`config.mk`:
```
export PLATFORM = sky130hd
export DESIGN_NAME = alu_mul_sequencer
export DESIGN_NICKNAME = d
export VERILOG_FILES = /design/src/rtl/cpu_pkg.sv /design/src/rtl/alu_mul_sequencer.sv
export SDC_FILE = /design/constraint.sdc
export NUM_CORES = 1
export LEC_CHECK = 0
export ABC_AREA = 1
export BUFFER_PORTS_ARGS = -buffer_cell sky130_fd_sc_hd__buf_2
export CAP_MARGIN = 40
export CORE_ASPECT_RATIO = 0.5
export CORE_MARGIN = 1
export CORE_UTILIZATION = 54
export DETAILED_ROUTE_END_ITERATION = 7
export GPL_ROUTABILITY_DRIVEN = 0
export PLACE_DENSITY = 0.85
export SLEW_MARGIN = 20
export SYNTH_ARGS = -nofsm -noshare
export SYNTH_HDL_FRONTEND = slang
export SYNTH_SLANG_ARGS = --single-unit
```
`constraint.sdc`:
```
create_clock -name clk -period 4.5 [get_ports clk]
set_input_delay 0.675 -clock clk [delete_from_list [all_inputs] [get_ports clk]]
set_output_delay 0.675 -clock clk [all_outputs]
set_load 0.1 [all_outputs]
```
`src/rtl/cpu_pkg.sv`:
```
// ----------------------------------------------------------------------------
// cpu_pkg
// Shared CPU definitions used by the execute-stage control blocks.
//   ALU_OP_ADD / ALU_OP_PASSA : ALU operation encodings the multiply
//                               sequencer drives onto the shared ALU.
//   seq_state_t               : multiply sequencer FSM states.
//   FLAG_N/Z/C/V              : bit positions inside a 4-bit {N,Z,C,V} word.
//   make_nzcv()               : packs the flag word for a 32-bit result.
// ----------------------------------------------------------------------------
package cpu_pkg;

    localparam logic [3:0] ALU_OP_ADD   = 4'b0100;
    localparam logic [3:0] ALU_OP_PASSA = 4'b1000;

    typedef enum logic [1:0] {
        IDLE,
        ITER,
        DONE
    } seq_state_t;

    localparam int FLAG_N = 3;
    localparam int FLAG_Z = 2;
    localparam int FLAG_C = 1;
    localparam int FLAG_V = 0;

    // N and Z come from the value; C and V are carried through unchanged,
    // because a multiply leaves them architecturally untouched.
    function automatic logic [3:0] make_nzcv(input logic [31:0] value,
                                             input logic        c,
                                             input logic        v);
        logic [3:0] f;
        f         = '0;
        f[FLAG_N] = value[31];
        f[FLAG_Z] = (value == 32'd0);
        f[FLAG_C] = c;
        f[FLAG_V] = v;
        return f;
    endfunction

endpackage

```
`src/rtl/alu_mul_sequencer.sv`:
```
// ----------------------------------------------------------------------------
// alu_mul_sequencer
// Multi-cycle controller for ARM MUL/MLA. It borrows the shared 32-bit ALU
// and computes the low word of Rm*Rs (+Rn) with one shift-add step per
// multiplier bit.
//
// Ports
//   clk, rst_n              clock, synchronous active-low reset
//   start                   operation request, sampled only in IDLE
//   accumulate              1 = MLA (start from acc_val), 0 = MUL
//   set_flags               S bit; gates nzcv_we at completion
//   rm_val, rs_val, acc_val multiplicand, multiplier, accumulator
//   cf_in, vf_in            current C/V flags, latched at start
//   alu_f                   result from the shared ALU
//   alu_op, alu_a, alu_b    ALU request (PASSA/0/0 outside ITER)
//   busy                    sequencer owns the ALU mux (start accepted .. done)
//   done                    one-cycle completion pulse
//   result, nzcv            product and its flags, valid from done
//   nzcv_we                 done & latched set_flags
//
// Configuration
//   MUL_EARLY_TERM_EN : when defined, iteration stops as soon as the
//   remaining multiplier bits are all zero, and rs_val == 0 completes
//   straight from IDLE. Undefined: fixed 33-cycle latency.
// ----------------------------------------------------------------------------
module alu_mul_sequencer
    import cpu_pkg::*;
#(
    parameter int WIDTH = 32,
    parameter int CNT_W = 6
) (
    input  logic             clk,
    input  logic             rst_n,
    input  logic             start,
    input  logic             accumulate,
    input  logic             set_flags,
    input  logic [WIDTH-1:0] rm_val,
    input  logic [WIDTH-1:0] rs_val,
    input  logic [WIDTH-1:0] acc_val,
    input  logic             cf_in,
    input  logic             vf_in,
    input  logic [WIDTH-1:0] alu_f,
    output logic [3:0]       alu_op,
    output logic [WIDTH-1:0] alu_a,
    output logic [WIDTH-1:0] alu_b,
    output logic             busy,
    output logic             done,
    output logic [WIDTH-1:0] result,
    output logic [3:0]       nzcv,
    output logic             nzcv_we
);

    seq_state_t       state;
    logic [WIDTH-1:0] p;      // partial product
    logic [WIDTH-1:0] mc;     // multiplicand, shifted left each step
    logic [WIDTH-1:0] mr;     // multiplier, shifted right each step
    logic [CNT_W-1:0] cnt;
    logic             sf_q;
    logic             cf_q;
    logic             vf_q;
    logic             last_iter;

    always_comb begin
        last_iter = (cnt == CNT_W'(WIDTH - 1));
`ifdef MUL_EARLY_TERM_EN
        if ((mr >> 1) == '0) begin
            last_iter = 1'b1;
        end
`endif
    end

    // The ALU outputs are registered alongside p/mc/mr so that during ITER
    // alu_a always equals p and alu_b equals mc; the ALU therefore returns
    // the next partial product in the same cycle it is requested.
    // NOTE: every register here is updated with <= so all of them sample the
    // pre-edge values of each other; blocking writes would make the shift
    // and the ALU request see half-updated state.
    always_ff @(posedge clk) begin
        if (!rst_n) begin
            state   <= IDLE;
            p       <= '0;
            mc      <= '0;
            mr      <= '0;
            cnt     <= '0;
            sf_q    <= 1'b0;
            cf_q    <= 1'b0;
            vf_q    <= 1'b0;
            alu_op  <= ALU_OP_PASSA;
            alu_a   <= '0;
            alu_b   <= '0;
            busy    <= 1'b0;
            done    <= 1'b0;
            result  <= '0;
            nzcv    <= '0;
            nzcv_we <= 1'b0;
        end else begin
            case (state)
                IDLE: begin
                    done    <= 1'b0;
                    nzcv_we <= 1'b0;
                    if (start) begin
                        p    <= accumulate ? acc_val : '0;
                        mc   <= rm_val;
                        mr   <= rs_val;
                        cnt  <= '0;
                        sf_q <= set_flags;
                        cf_q <= cf_in;
                        vf_q <= vf_in;
                        busy <= 1'b1;
`ifdef MUL_EARLY_TERM_EN
                        if (rs_val == '0) begin
                            // Nothing to add: the answer is the start value.
                            state   <= DONE;
                            done    <= 1'b1;
                            nzcv_we <= set_flags;
                            result  <= accumulate ? acc_val : '0;
                            nzcv    <= make_nzcv(accumulate ? acc_val : '0,
                                                 cf_in, vf_in);
                        end else
`endif
                        begin
                            state  <= ITER;
                            alu_a  <= accumulate ? acc_val : '0;
                            alu_b  <= rm_val;
                            alu_op <= rs_val[0] ? ALU_OP_ADD : ALU_OP_PASSA;
                        end
                    end
                end

                ITER: begin
                    p   <= alu_f;
                    mc  <= mc << 1;
                    mr  <= mr >> 1;
                    cnt <= cnt + CNT_W'(1);
                    if (last_iter) begin
                        state   <= DONE;
                        done    <= 1'b1;
                        nzcv_we <= sf_q;
                        result  <= alu_f;
                        nzcv    <= make_nzcv(alu_f, cf_q, vf_q);
                        alu_op  <= ALU_OP_PASSA;
                        alu_a   <= '0;
                        alu_b   <= '0;
                    end else begin
                        // mr[1] is the multiplier bit that becomes MR[0]
                        // for the next step.
                        alu_a  <= alu_f;
                        alu_b  <= mc << 1;
                        alu_op <= mr[1] ? ALU_OP_ADD : ALU_OP_PASSA;
                    end
                end

                DONE: begin
                    state   <= IDLE;
                    busy    <= 1'b0;
                    done    <= 1'b0;
                    nzcv_we <= 1'b0;
                end

                default: begin
                    state <= IDLE;
                    busy  <= 1'b0;
                end
            endcase
        end
    end

endmodule

```
* After elaboration in Yosys (flattened, before gate mapping) *
Index checks and enable logic that the tools add are counted.

storage, ports and cells
  input port bits = 135
  output and inout port bits = 107
  logic and storage cells = 59
  flip-flop bits (word level) = 181

operators by class
  $add $sub $neg = 1
  mux-type cells = 26
  reductions and logical operators = 11
  bitwise operators = 1
  equal/unequal tests = 5

operator list
  operator               number
  $mux W32               6
  $pmux W32 S2           3
  $pmux W31 S2           1
  $logic_not A32 Y1      1
  $mux W4                4
  $pmux W6 S2            1
  $reduce_and A2 Y1      6
  $pmux W4 S2            1
  $add A6 B1 Y6 const B  1
  $eq A6 B5 Y1 const B   1
  $mux W6                1
  $pmux W1 S2            3
  $mux W2                2
  $ne A2 B2 Y1 const B   2
  $pmux W2 S2            1
  $reduce_bool A2 Y1     2
  $mux W1                3
  $eq A2 B1 Y1 const B   1
  $eq A2 B2 Y1 const B   1
  $logic_not A2 Y1       1
  $reduce_or A2 Y1       1
  $not A1 Y1             1

* Depth between registers and ports, before layout *
Gate-level depths: netlist (run 1).

  depth after elaboration = 4
  mapped depth = 8
  depth with buffers taken out = 8

* Least setup slack after synthesis (run 1) *
OpenSTA, ideal clock, no wires.

  kind = flip-flop to output port
  start = register, netlist name nzcv[3]
  end = output port result[31]
  slack = 2.451 ns
  path buffers = 1
  arrival = 1.374 ns
  data required time = 3.825 ns
  cell stages (with the launch flop) = 2
  cells stage by stage = dfxtp_1 -> buf_4

RTL lines
  item              RTL line                 RTL
  end: declaration  alu_mul_sequencer.sv:48  output logic [WIDTH-1:0] result,

* Final worst setup path (run 1) *
  start = register state[0]
  end = register mr[17]

on the way
  cells in the longest elaborated chain, start to end = 3
  elaborated cells on any way between the ends = 6
  classes of those cells = eq/ne: 2; mux: 1; reduce/logical: 3

RTL lines
  item                                                                 RTL line                  RTL
  start: declaration                                                   alu_mul_sequencer.sv:53   seq_state_t state;
  start signal: assignment                                             alu_mul_sequencer.sv:80   state <= IDLE;
  start signal: assignment                                             alu_mul_sequencer.sv:122  state <= ITER;
  start signal: assignment                                             alu_mul_sequencer.sv:136  state <= DONE;
  $eq A2 B1 Y1 / $logic_not A2 Y1 (equally long branches)              alu_mul_sequencer.sv:97   case (state)
  $reduce_bool A2 Y1 (no line) / $ne A2 B2 Y1 (equally long branches)  -
  $reduce_and A2 Y1 (no line)                                          -
  end signal: assignment                                               alu_mul_sequencer.sv:104  mr <= rs_val;
  end signal: assignment                                               alu_mul_sequencer.sv:133  mr <= mr >> 1;
  end: declaration                                                     alu_mul_sequencer.sv:56   logic [WIDTH-1:0] mr;

Parallel ways exist; a longest one is shown, timed or not.
A chain may end at the register's enable or synchronous reset.

==> qor.tcl, run 1 <==
set qor(cts-buffers-inserted) 17
set qor(synth.yosys.warnings) 0
set qor(min_period_over_period_pct) 52.6
set qor(synthesis.instances) 1013
set qor(critPathArrivalTime_ns) 2.70
set qor(number_of_antenna_violations_at_the_first_check_in_global_routing) 0
set qor(clk_pin_slew_ns) 0.06
set qor(cts_hold_buffers) 0
set qor(synth_top_cells_by_count) {330 x sky130_fd_sc_hd__nand2_1, 176 x sky130_fd_sc_hd__dfxtp_1, 103 x sky130_fd_sc_hd__o21ai_0}
set qor(detailed_router_iteration_count_before_antenna_repair) 8
set qor(p_seq_share_pct) 41.2
set qor(clkLatencyLatePin_ns) 0.42
set qor(clock_tree.htree_level_count) 4
set qor(slew_violations) 0
set qor(routed-via-count) 7577
set qor(synthMostInstantiatedCell) {sky130_fd_sc_hd__nand2_1}
set qor(yosys_most_used_dff) {sky130_fd_sc_hd__dfxtp_1}
set qor(synth_area_leaders) {sky130_fd_sc_hd__dfxtp_1 48%, sky130_fd_sc_hd__nand2_1 17%, sky130_fd_sc_hd__o21ai_0 7.1%}
set qor(power.share.clock_pct) 37.2
set qor(cts_root_buf) {sky130_fd_sc_hd__clkbuf_16}
set qor(grt_overflow_total) 0
set qor(setup.worst_path.class) {reg -> reg}
set qor(post_synth_design_cell_area_sq_um) 7270
set qor(status) {complete, but fails checks}
set qor(synth_enable_flop_cells) 0
set qor(p_leak_nw) 4.06
set qor(clock.fmax_ghz) 0.423
set qor(grt_pass1_vias) 7169
set qor(core-area_sq_um) 12900
set qor(clock_tree_from_tritoncts) {done}
set qor(area_growth_syn_to_layout_pct) 26.1
set qor(rows) 29
set qor(floorplan.die.height_um) 84.1
set qor(met2_length_um) 9570
set qor(timing.max_slew.rel_slack_pct) 48.6
set qor(routed.top_layer) {met4}
set qor(synthesis.area_per_instance_sq_um) 7.18
set qor(routedLengthMet1_um) 8530
set qor(critical_path_required_ns) 4.84
set qor(worst_clock_skew_ns) 0.0104
set qor(finalWorstPathRequiredPeriod_ns) 2.37
set qor(max-clock-path-buffers) 2
set qor(dr_wl_met3_um) 1200
set qor(violated_checks) {design-rule violations}
set qor(design.die.area_sq_um) 14000
set qor(largest_net_degree_at_the_start_of_global_routing) 91
set qor(ys_seq_elements) 176
set qor(fin_worst_hold_slack_ns) 0.457
set qor(layout-drive-gt1-share_pct) 24.3
set qor(max-vdd-ir-drop_v) 0.000236
set qor(place.detailed.hpwl_um) 13000
set qor(post-synth-top-area-fraction_pct) 48.5
set qor(placement.io_buffers) 239
set qor(diodes) 0
set qor(tightestPinTransition_ns) 0.771
set qor(yosys.cell_types.count) 22
set qor(antenna_left) 0
set qor(detail_route.drc_violations) 10
set qor(nNetsFinal) 1340
set qor(crit_path_end_kind) {flip-flop}
set qor(p_comb_share_pct) 21.6
set qor(hold_viol_final) 0
set qor(clock_sinks) 176
set qor(hp-class) {reg -> reg}
set qor(synth_seq_area_share_pct) 48.5
set qor(netSwitchingPower_w) 0.00137
set qor(cell_type_with_the_highest_aggregate_area_in_the_netlist) {sky130_fd_sc_hd__dfxtp_1}
set qor(grt_setup_unrepaired) {false}
set qor(groute.usage.overall_pct) 28.9
set qor(cts-resized-gates) 0
set qor(power.density_cell_area_nw_per_um2) 457
set qor(first_iter_violations) 577
set qor(routed_via_density) 5.47
set qor(io_pins) 242
set qor(maxCapViolCount) 0
set qor(first_pass_grt_wire_length_um) 32800
set qor(post_cts.repair.setup_buffers) 0
set qor(crit_fanout) 86
set qor(starting_density_of_the_core_pct) 56.4
set qor(power_switching_share_pct) 32.8
set qor(wl_per_cell_um) 14.4
set qor(asyncSetResetFlopFracSynth_pct) 0
set qor(drt-total-wl_um) 19900
set qor(internal_power_w) 0.00282
set qor(setup_viol_count_final) 0
set qor(fin_setup_tns_ns) 0
set qor(die_x_um) 166
set qor(crit_path_start_kind) {flip-flop}
sequential cells by signal (all words and copies together), names as in the netlist, 4 cells and up:
name / flops
alu_a: 32
alu_b: 32
cnt: 6
mc: 30
mr: 31
nzcv: 4
result: 31
path summary, 6_finish.rpt:
| path | end | cells after the start | startpoint | slack (ns) |
|---|---|---|---|---|
| min reg2reg | done | 2 | done | 0.46 |
| max | mr[17] | 7 | state[0] | 2.13 |
| min | done | 2 | done | 0.46 |
| max reg2reg | mr[17] | 7 | state[0] | 2.13 |
power by group through the flow:
stage | sequential (W) | clock, W | combinational, W
floorplan | 0.00214 | 0 | 0.000306
global placement | 0.00175 | 0 | 0.000859
detailed placement | 0.00176 | 0 | 0.000896
CTS | 0.00173 | 0.00158 | 0.000901
global route | 0.00174 | 0.00165 | 0.000962
finish | 0.00173 | 0.00156 | 0.000903
per-stage QoR:
step | utilization [%] | std cells | power (W) | cell area (sq um) | setup slack, ns
2_1_floorplan | - | 1014 | 0.00244 | 7270 | 2.45
3_3_place_gp | 65.3 | 1350 | 0.00261 | 8410 | 1.81
3_5_place_dp | 66.3 | 1355 | 0.00265 | 8540 | 1.95
4_1_cts | 71.2 | 1385 | 0.00421 | 9170 | 2.15
5_1_grt | 71.2 | 1385 | 0.00435 | 9170 | 1.95
6_report | 71.2 | 1385 | 0.00419 | 9170 | 2.13
kinds of logic (layout without fill, tap and decap cells):
group	Yosys count	in the layout	share of synthesized area (%)
buffers and inverters	107	308	6.26
other	1	2	0.0516
and+or+nand+nor	458	458	25.1
adders and majority gates	1	1	0.172
DFF	176	176	48.5
AOI/OAI and AO/OA	270	270	19.9
final cells by class:
cell class                 count  area, sq um
clock buffer                  18          439
clock inverter                12          185
tap                          170          213
timing repair buffer         254         1400
fill                        1101         3720
multi-input combinational    731         3310
sequential                   176         3520
inverter                      24         90.1
critical path, stage by stage, from the launching register on:
cell	delay (ns)
sky130_fd_sc_hd__dfxtp_1	0.38
sky130_fd_sc_hd__inv_2	0.14
sky130_fd_sc_hd__nand3_2	0.21
sky130_fd_sc_hd__nand2_4	0.36
sky130_fd_sc_hd__buf_4	0.47
sky130_fd_sc_hd__buf_16	0.32
sky130_fd_sc_hd__o21ai_0	0.18
sky130_fd_sc_hd__a31oi_1	0.22
cell usage in the layout, fill, tap and decap left out:
cell	netlist	final
sky130_fd_sc_hd__clkbuf_8	0	1
sky130_fd_sc_hd__nand2_4	0	2
sky130_fd_sc_hd__bufinv_16	0	4
sky130_fd_sc_hd__nor2_4	0	1
sky130_fd_sc_hd__nor3_1	3	3
sky130_fd_sc_hd__clkinv_4	0	2
sky130_fd_sc_hd__nand3_1	66	66
sky130_fd_sc_hd__buf_2	22	239
sky130_fd_sc_hd__clkinvlp_4	0	4
sky130_fd_sc_hd__or2_1	1	1
sky130_fd_sc_hd__o22ai_1	1	1
sky130_fd_sc_hd__conb_1	1	2
sky130_fd_sc_hd__dfxtp_1	176	176
sky130_fd_sc_hd__buf_12	0	1
sky130_fd_sc_hd__a21oi_1	89	89
sky130_fd_sc_hd__o21ai_0	103	103
sky130_fd_sc_hd__buf_16	0	4
sky130_fd_sc_hd__inv_6	0	2
sky130_fd_sc_hd__nand3_2	1	1
sky130_fd_sc_hd__a31oi_1	77	77
sky130_fd_sc_hd__buf_4	7	10
sky130_fd_sc_hd__nor2_1	52	52
sky130_fd_sc_hd__inv_1	21	20
sky130_fd_sc_hd__clkbuf_16	0	17
sky130_fd_sc_hd__nand2_1	330	329
sky130_fd_sc_hd__or2_2	1	1
sky130_fd_sc_hd__nor2_2	3	2
sky130_fd_sc_hd__ha_1	1	1
sky130_fd_sc_hd__inv_2	3	4
per-layer routing:
layer / GRT usage [%] / vias up
li1: - / 3763
met4: 13.3 / 0
met5: 0 / -
met3: 7.11 / 57
met2: 49.7 / 284
met1: 34.3 / 3473
No activity file was read; power rests on OpenSTA's default activity.
==> inputs of run 2 (changes only) <==
--- a/config.mk
+++ b/config.mk
@@ -10,10 +10,10 @@
 export CAP_MARGIN = 40
 export CORE_ASPECT_RATIO = 0.5
 export CORE_MARGIN = 1
-export CORE_UTILIZATION = 54
+export CORE_UTILIZATION = 50
 export DETAILED_ROUTE_END_ITERATION = 7
 export GPL_ROUTABILITY_DRIVEN = 0
-export PLACE_DENSITY = 0.85
+export PLACE_DENSITY = 0.79
 export SLEW_MARGIN = 20
 export SYNTH_ARGS = -nofsm -noshare
 export SYNTH_HDL_FRONTEND = slang
==> constraint.sdc (replaced) <==
create_clock -name clk -period 2.2 [get_ports clk]
set_input_delay 0.33 -clock clk [delete_from_list [all_inputs] [get_ports clk]]
set_output_delay 0.33 -clock clk [all_outputs]
set_load 0.1 [all_outputs]
==> run 2 against run 1 <==
Compared with the run above:
- the run now ends clean
- fmax grew 33%
- non-clock buffer count rose by 3
- critical path depth is the same
- die area rose by 7.9%
- flip-flop and latch count is the same
==> qor.tcl, run 2 (same netlist as run 1, synthesis figures left out) <==
set qor(status) {finished, final reports clean}
set qor(hold_path_startpoint) {rs_val[31]}
set qor(timing.critical_path.depth) 7
set qor(number_of_antenna_violations_at_the_first_check_in_global_routing) 2
set qor(crit_path_end_kind) {flip-flop}
set qor(path_common_cell) {sky130_fd_sc_hd__nand2_1}
set qor(place.detailed.hpwl_um) 13500
set qor(area_growth_syn_to_layout_pct) 26.7
set qor(setup.reg_to_reg.worst_slack_ns) 0.42
set qor(timing.max_slew.rel_slack_pct) 56.1
set qor(max-clock-path-buffers) 2
set qor(drt-total-wl_um) 20100
set qor(crit_fanout) 33
set qor(floorplan.die.height_um) 87.3
set qor(diodes) 0
set qor(critical_path.cell_chain) {inv_2 -> nand2_4 -> buf_4 -> nand2_1 -> nand2_1 -> nand3_1 -> a21oi_1}
set qor(worst_path_dominant_cell_family) {simple AND/OR/NAND/NOR gates}
set qor(grt_setup_unrepaired) {false}
set qor(rows) 30
set qor(cts-resized-gates) 0
set qor(layout_common_cells) {329 x sky130_fd_sc_hd__nand2_1, 239 x sky130_fd_sc_hd__buf_2, 176 x sky130_fd_sc_hd__dfxtp_1, 103 x sky130_fd_sc_hd__o21ai_0, 89 x sky130_fd_sc_hd__a21oi_1}
set qor(placement.io_buffers) 239
set qor(setup.worst_path.class) {reg -> reg}
set qor(finalWorstPathRequiredPeriod_ns) 1.78
set qor(fillerInstances) 1213
set qor(worstHoldEndpoint) {mr[31]}
set qor(detail_route.drc_violations) 0
set qor(nNetsFinal) 1343
set qor(worstReg2RegStart) {state[1]}
set qor(detailed_router_iteration_count_before_antenna_repair) 5
set qor(clkLatencyLatePin_ns) 0.42
set qor(clock_tree_from_tritoncts) {done}
set qor(destination_of_the_worst_register_to_register_timing_path) {alu_b[23]}
set qor(cts_root_buf) {sky130_fd_sc_hd__clkbuf_16}
set qor(io_pins) 242
set qor(grt_pass1_vias) 7099
set qor(core-area_sq_um) 13900
set qor(worst_clock_skew_ns) 0.0106
set qor(clock_sinks) 176
set qor(top_regs) {alu_a x32, alu_b x32}
set qor(cts_hold_buffers) 0
set qor(routed_via_density) 5.38
set qor(maxCapViolCount) 0
set qor(slew_violations) 0
set qor(critPathSlowestCell) {sky130_fd_sc_hd__dfxtp_1}
set qor(groute.usage.overall_pct) 27.1
set qor(setup_viol_count_final) 0
set qor(p_leak_nw) 4.09
set qor(wl_per_cell_um) 14.3
set qor(mostFrequentLayoutCell) {sky130_fd_sc_hd__nand2_1}
set qor(crit_path_start_kind) {flip-flop}
set qor(min_period_over_period_pct) 81.0
set qor(largest_net_degree_at_the_start_of_global_routing) 79
set qor(tightestPinTransition_ns) 0.659
set qor(first_iter_violations) 547
set qor(clock_tree.htree_level_count) 4
set qor(fin_setup_tns_ns) 0
set qor(clk_pin_slew_ns) 0.07
set qor(hold_viol_final) 0
set qor(die_x_um) 173
set qor(power.density_cell_area_nw_per_um2) 935
set qor(critPathArrivalTime_ns) 2.13
set qor(max-vdd-ir-drop_v) 0.000519
set qor(design.die.area_sq_um) 15100
set qor(routed-via-count) 7590
set qor(critical_path.max_stage_delay_ns) 0.44
set qor(first_pass_grt_wire_length_um) 33200
set qor(holdPathStages) 3
set qor(cts-buffers-inserted) 17
set qor(grt_overflow_total) 0
set qor(layout-drive-gt1-share_pct) 24.5
set qor(hp-class) {in -> reg}
set qor(post_cts.repair.setup_buffers) 0
set qor(starting_density_of_the_core_pct) 52.5
set qor(antenna_left) 0
set qor(clock.fmax_ghz) 0.561
set qor(critical_path_buf_inv_count) 2
set qor(finalCoreUtilization_pct) 66.5
set qor(rr_worst_depth) 7
set qor(critical_path_required_ns) 2.55
[run 2: changes by cell type in the layout (fill, tap and decap cells not counted), sizes merged]
cell / change
clkinv: +3
buf: +3
inv: +3
clkinvlp: -4
[run 2: stage by stage]
step	area [sq um]	std cells	setup WS (ns)	power, W	hold WS [ns]
2_1_floorplan	7270	1014	0.496	0.00500	0.429
6_report	9220	1412	0.418	0.00861	0.169
3_5_place_dp	8590	1380	0.463	0.00542	0.454
5_1_grt	9220	1412	0.216	0.00895	0.174
4_1_cts	9220	1412	0.429	0.00864	0.161
3_3_place_gp	8590	1380	0.512	0.00540	0.447
[run 2: layout make-up]
class                           count  area (sq um)  share of cell area [%]
Sequential cell                   176          3520                    38.2
Multi-Input combinational cell    731          3310                    36.0
Timing Repair Buffer              257          1420                    15.4
Clock buffer                       18           429                    4.66
Tap cell                          192           240                    2.61
Clock inverter                     14           200                    2.17
Inverter                           24          90.1                   0.978
[run 2: worst max-delay path by stage]
stage	startpoint	to	slack [ns]
3_3_place_gp	state[1]	alu_b[23]	0.51
6_report	state[1]	alu_b[23]	0.42
2_1_floorplan	nzcv[3]	result[31]	0.50
5_1_grt	cnt[0]	nzcv_we	0.22
3_5_place_dp	state[1]	alu_b[20]	0.46
4_1_cts	state[1]	alu_b[20]	0.43
[run 2: layer usage]
metal | wire [um] | share of wire (%) | vias to the layer above | GRT usage [%]
met5 | 10 | 0.050 | - | 0
li1 | - | - | 3773 | -
met4 | 524 | 2.6 | 2 | 11.4
met2 | 9320 | 46 | 304 | 46.0
met3 | 1310 | 6.5 | 60 | 5.58
met1 | 8980 | 45 | 3451 | 34.0
[run 2: worst reg2reg max path: stages, from the launching register on]
cell and delay (ns):
sky130_fd_sc_hd__dfxtp_1 0.44, sky130_fd_sc_hd__inv_2 0.10, sky130_fd_sc_hd__nand2_4 0.32, sky130_fd_sc_hd__buf_4 0.40, sky130_fd_sc_hd__nand2_1 0.18, sky130_fd_sc_hd__nand2_1 0.10, sky130_fd_sc_hd__nand3_1 0.08, sky130_fd_sc_hd__a21oi_1 0.12
[run 2: power by group]
group	internal, W	leakage (nW)	switching (W)	total (W)
Clock	0.00193	0.310	0.00132	0.00325
Sequential	0.00342	1.45	0.000114	0.00353
Combinational	0.000407	2.33	0.00143	0.00184
Total	0.00575	4.09	0.00286	0.00861
